===== src/rtl/uart_cmd_parser.sv =====
// 14-byte UART command framer: header, 11 payload bytes, CRC-8, footer -> one decoded command strobe.
// Define UART_CMD_CRC_CHK_EN to build and check the CRC-8; otherwise the CRC byte is ignored.
module uart_cmd_parser #(
   parameter int unsigned TIMEOUT_CYC = 43400,
   parameter logic [7:0]  HDR_BYTE    = 8'h55,
   parameter logic [7:0]  FTR_BYTE    = 8'hAA
) (
   input  logic        sys_clk,
   input  logic        sys_rst,
   input  logic        rx_done,
   input  logic [7:0]  rx_data,
   output logic        cmd_valid,
   output logic [7:0]  cmd_func,
   output logic [7:0]  cmd_ch,
   output logic [7:0]  cmd_sta,
   output logic [7:0]  cmd_duty,
   output logic [15:0] cmd_dessert,
   output logic [7:0]  cmd_pulse_num,
   output logic [31:0] cmd_pat,
   output logic        crc_err,
   output logic        frame_err,
   output logic        busy
);

   localparam int TW = $clog2(TIMEOUT_CYC + 1);

   typedef enum logic [1:0] {HUNT, PAYLOAD, CHK, FOOTER} state_t;

   state_t        state_q;
   logic [TW-1:0] tmr_q;
   logic [3:0]    idx_q;
   logic [87:0]   sh_q;   // byte 1 ends up in [87:80], byte 11 in [7:0]
   logic          tmo;

   // A byte arriving in the expiry cycle takes priority over the timeout.
   assign tmo  = (state_q != HUNT) && !rx_done && (tmr_q == TW'(TIMEOUT_CYC));
   assign busy = (state_q != HUNT);

`ifdef UART_CMD_CRC_CHK_EN
   logic [7:0] crc_q, crc_d;
   logic       crc_ok_q;

   always_comb begin
      crc_d = crc_q ^ rx_data;
      for (int i = 0; i < 8; i++)
         crc_d = crc_d[7] ? ({crc_d[6:0], 1'b0} ^ 8'h07) : {crc_d[6:0], 1'b0};
   end
`else
   assign crc_err = 1'b0;
`endif

   always_ff @(posedge sys_clk) begin
      if (sys_rst) begin
         state_q       <= HUNT;
         tmr_q         <= '0;
         idx_q         <= '0;
         sh_q          <= '0;
         cmd_valid     <= 1'b0;
         frame_err     <= 1'b0;
         cmd_func      <= '0;
         cmd_ch        <= '0;
         cmd_sta       <= '0;
         cmd_duty      <= '0;
         cmd_dessert   <= '0;
         cmd_pulse_num <= '0;
         cmd_pat       <= '0;
`ifdef UART_CMD_CRC_CHK_EN
         crc_q         <= '0;
         crc_ok_q      <= 1'b0;
         crc_err       <= 1'b0;
`endif
      end else begin
         cmd_valid <= 1'b0;
         frame_err <= 1'b0;
`ifdef UART_CMD_CRC_CHK_EN
         crc_err   <= 1'b0;
`endif
         tmr_q <= (rx_done || state_q == HUNT) ? '0 : tmr_q + 1'b1;
         if (tmo) begin
            frame_err <= 1'b1;
            state_q   <= HUNT;
            sh_q      <= '0;
            tmr_q     <= '0;
         end else if (rx_done) begin
            case (state_q)
               HUNT: begin
                  if (rx_data == HDR_BYTE) begin
                     state_q <= PAYLOAD;
                     idx_q   <= '0;
`ifdef UART_CMD_CRC_CHK_EN
                     crc_q   <= '0;
`endif
                  end
               end
               PAYLOAD: begin
                  sh_q  <= {sh_q[79:0], rx_data};
                  idx_q <= idx_q + 4'd1;
`ifdef UART_CMD_CRC_CHK_EN
                  crc_q <= crc_d;
`endif
                  if (idx_q == 4'd10) state_q <= CHK;
               end
               CHK: begin
`ifdef UART_CMD_CRC_CHK_EN
                  crc_ok_q <= (rx_data == crc_q);
`endif
                  state_q <= FOOTER;
               end
               FOOTER: begin
                  state_q <= HUNT;
                  if (rx_data != FTR_BYTE)
                     frame_err <= 1'b1;
`ifdef UART_CMD_CRC_CHK_EN
                  else if (!crc_ok_q)
                     crc_err <= 1'b1;
`endif
                  else begin
                     cmd_valid     <= 1'b1;
                     cmd_func      <= sh_q[87:80];
                     cmd_ch        <= sh_q[79:72];
                     cmd_sta       <= sh_q[71:64];
                     cmd_duty      <= sh_q[63:56];
                     cmd_dessert   <= sh_q[55:40];
                     cmd_pulse_num <= sh_q[39:32];
                     cmd_pat       <= sh_q[31:0];
                  end
               end
               default: state_q <= HUNT;
            endcase
         end
      end
   end

endmodule

===== config.mk =====
export PLATFORM = sky130hd
export DESIGN_NAME = uart_cmd_parser
export DESIGN_NICKNAME = d
export VERILOG_FILES = /design/src/rtl/uart_cmd_parser.sv
export SDC_FILE = /design/constraint.sdc
export NUM_CORES = 1
export LEC_CHECK = 0
export ABC_AREA = 1
export CAP_MARGIN = 20
export CORE_MARGIN = 5
export CORE_UTILIZATION = 55
export DETAILED_ROUTE_END_ITERATION = 16
export PLACE_DENSITY_LB_ADDON = 0.1
export SYNTH_ARGS = -nofsm -noshare
export SYNTH_HDL_FRONTEND = slang
export SYNTH_SLANG_ARGS = --single-unit

===== constraint.sdc =====
create_clock -name sys_clk -period 3.65 [get_ports sys_clk]
set_input_delay 0.365 -clock sys_clk [delete_from_list [all_inputs] [get_ports sys_clk]]
set_output_delay 0.365 -clock sys_clk [all_outputs]
set_load 0.02 [all_outputs]

==> key figures <==
Worst setup path
  – Worst path bufs/invs: 2
  – Worst-path fanout max: 36
  – Slowest stage delay, CP: 0.57 ns
  – Startpoint class of the critical path: register
  – Reg2reg path depth: 10
  – CP Data Arrival Time: 2.78 ns
  – Kind of critical path: reg2reg
  – Element type at the critical path end: register
  – Worst EP required: 3.95 ns
  – Crit-path leading delay family: simple AND/OR/NAND/NOR gates
  – Slowest-stage cell, CP: nand2_2
  – Critical path cell sequence: inv_1, ha_1, nor2_2, nand3_1, nor2_1, nand2_1, nand2_2, inv_2, nand2_2, nor2_1
  – WP depth: 10

Cells and area
  – Footprint of the multi-input gates: around 3100 sq um
  – Antenna Cells: 0
  – Final Instance Area: 9150 sq um
  – Fin nets: 1054
  – Register area: 4000 sq um
  – # fillers: 1128
  – Final cell count without fillers: 1224
  – P&R area growth vs syn: 21.7%
  – Utilization after layout: 0.685
  – Layout cells sized above 1: 0.0506

STA
  – Final Skew: roughly 0.011 ns
  – Hold slack: 0.284 ns
  – Fin crit period: 2.48 ns
  – Worst setup margin: 1.17 ns
  – Final Cycle Share: 0.680
  – Slew headroom: 0.342
  – Max-slew violation count: 0
  – Final setup fails: 0
  – Setup Total Neg Slack: 0 ns
  – Slew @ Worst Pin: 0.987 ns
  – Final Hold Viols: 0
  – Unrepaired setup endpoints after global routing: false
  – Fmax: 0.403 GHz

Global route
  – First-pass GRT wire length: between 20000 and 30000 um
  – Gr ovfl total: 0
  – Initial antenna violation count: 0
  – Vias in the first global route: between 5000 and 6000
  – Gr usage total: 0.220
  – Largest net degree at the start of global routing: 93

Floorplan
  – Total core area: 13300 sq um
  – Die X: 127 um
  – Row cnt: 42
  – Die ar.: 16100 sq um
  – Die height: about 130 um
  – # IOs: ~100
  – Starting Density: 0.563

Power and ir drop
  – VDD IR max: 0.422 mV
  – Seq pwr share: 0.506
  – Clock power frac: 0.451
  – Pint: roughly 3.4 mW
  – Leak: 2.99 nW
  – Cell Pwr Density: 474 nW/um^2
  – Combinational power share: 0.043
  – Switching Fraction: 0.216
  – Final Power: 4.34 mW
  – Psw: 0.937 mW

Clock network
  – Clock sink count: 200
  – CTS tree: done
  – TritonCTS Buffers: 17
  – Hold buffer count at cts: 0
  – CTS Root Cell: clkbuf_16
  – Clk_lat worst skew: 0.43 ns
  – Clock Path Buffers: 2
  – Postcts setup bufs: 0
  – Post_cts resized: 0
  – Clock-pin slew on the worst setup and hold paths: 0.07 ns
  – Number of H-tree levels: 4

Yosys
  – Syn Area/Cell: 7.69 sq um
  – Async SR Flop Fraction: 0
  – Synth area leader: dfxtp_1
  – Synth warn: 0
  – Post-Syn Nets: about 1000
  – Register bit count reported by yosys: 200
  – Mapped cell area: 7520 sq um
  – Synth Instances: around 980
  – Post-synth top flop: dfxtp_1
  – Register area share after synthesis: 0.533
  – Number of unique standard cell types used by synthesis: 24
  – Yosys top cell area share: 0.533
  – Synth area leaders: dfxtp_1, nand2_1, a21oi_1
  – Number of synthesized flops with an enable pin: 0

Route
  – Detail Route Antenna Nets: 0
  – DRT Wirelength: 17700 um
  – Vias per cell: 5.31
  – Routed wire length per instance: 14.4 um
  – DR DRC count: 0
  – Drt initial violations: 630
  – DR vias: 6495
  – Pre-antenna DRT Iters: 5

Placed design
  – Routability Congestion: 0.813
  – Placed Instances: 1192
  – PortBufs: between 100 and 150
  – Placed cell area: 8520 sq um
  – Hpwl dp: between 10000 and 15000 um
  – Pre-CTS WS: roughly 1.2 ns

Worst hold path
  – WHS Path Cells: 4
  – Worst hold path class: in2reg

Job
  – Max Cap Viol: 0

Status
  – Outcome: complete, no violations
[worst register-to-register path, stage by stage, from the launching register on]
cell and delay, ns:
dfxtp_1 0.41, inv_1 0.10, ha_1 0.25, nor2_2 0.18, nand3_1 0.10, nor2_1 0.09
nand2_1 0.09, nand2_2 0.57, inv_2 0.13, nand2_2 0.32, nor2_1 0.11
[placed cells by master, fill, tap and decap left out, types with 6 or more instances in the layout]
cell type	netlist	layout
nand3_1	102	102
xor2_1	8	8
clkbuf_16	0	17
a21oi_1	179	179
ha_1	8	7
nor2_1	43	43
nand2_1	307	306
buf_4	6	6
nand4_1	7	7
inv_1	32	32
dfxtp_1	200	200
clkdlybuf4s50_1	0	99
[path summary, 6_finish.rpt]
path / from / endpoint / slack (ns)
worst max-delay path: state_q[0]$_SDFFE_PP0P_ / tmr_q[10]$_SDFF_PP0_ / 1.17
worst min-delay path: sys_rst / idx_q[0]$_SDFFE_PP0P_ / 0.28
worst max register to register: state_q[0]$_SDFFE_PP0P_ / tmr_q[10]$_SDFF_PP0_ / 1.17
worst min register to register: cmd_func[3]$_SDFFE_PP0P_ / cmd_func[3]$_SDFFE_PP0P_ / 0.46
[registers in the layout (all words and copies together) (netlist names)]
register and cells:
tmr_q 16, frame_err 1, cmd_func 8, sh_q 88, idx_q 4, cmd_sta 8
cmd_valid 1, cmd_dessert 16, state_q 2, cmd_duty 8, cmd_pulse_num 8, cmd_ch 8
cmd_pat 32
[routing by layer]
metal / track usage / wire length [um] / vias up
li1: - / - / 3298
met1: 0.325 / 8650 / 3008
met2: 0.324 / 7860 / 166
met3: 0.0454 / 867 / 23
met4: 0.0688 / 308 / 0
met5: 0 / 0 / -
[logic make-up after synthesis]
family,Yosys count,share of synthesized area
xor+xnor,11,0.0128
simple gates,470,0.258
other cells,1,0.000499
buf+inv,105,0.0611
compound gates,182,0.121
fa+ha+maj,8,0.0133
flops,200,0.533
[cells in the mapped netlist (2+ instances only)]
master    number
nor3_2         2
buf_4          6
nor3_1         5
nand2_2        2
buf_6          3
nand3_1      102
nand4_1        7
buf_1          2
dfxtp_1      200
a21oi_1      179
nand2_1      307
xnor2_1        3
o21ai_0        2
nor2_1        43
inv_1         32
clkbuf_1      42
ha_1           8
xor2_1         8
inv_2          4
buf_2         16
[final cells by class]
type	instances	share of cell area
multi-input cells	672	0.336
well taps	176	0.0241
inverters	36	0.0148
repair buffers	108	0.118
clock buffers	22	0.0540
flip-flops and latches	200	0.438
clock inverters	10	0.0150
[power by group through the flow]
stage / Sequential [mW] / Clock [mW] / Combinational, mW
final: 2.20 / 1.96 / 0.185
after global routing: 2.20 / 2.08 / 0.204
after CTS: 2.20 / 1.99 / 0.184
after detailed placement: 2.25 / 0 / 0.184
after global placement: 2.25 / 0 / 0.184
after floorplan: 2.24 / 0 / 0.133
No activity file was read; power rests on OpenSTA's default activity.
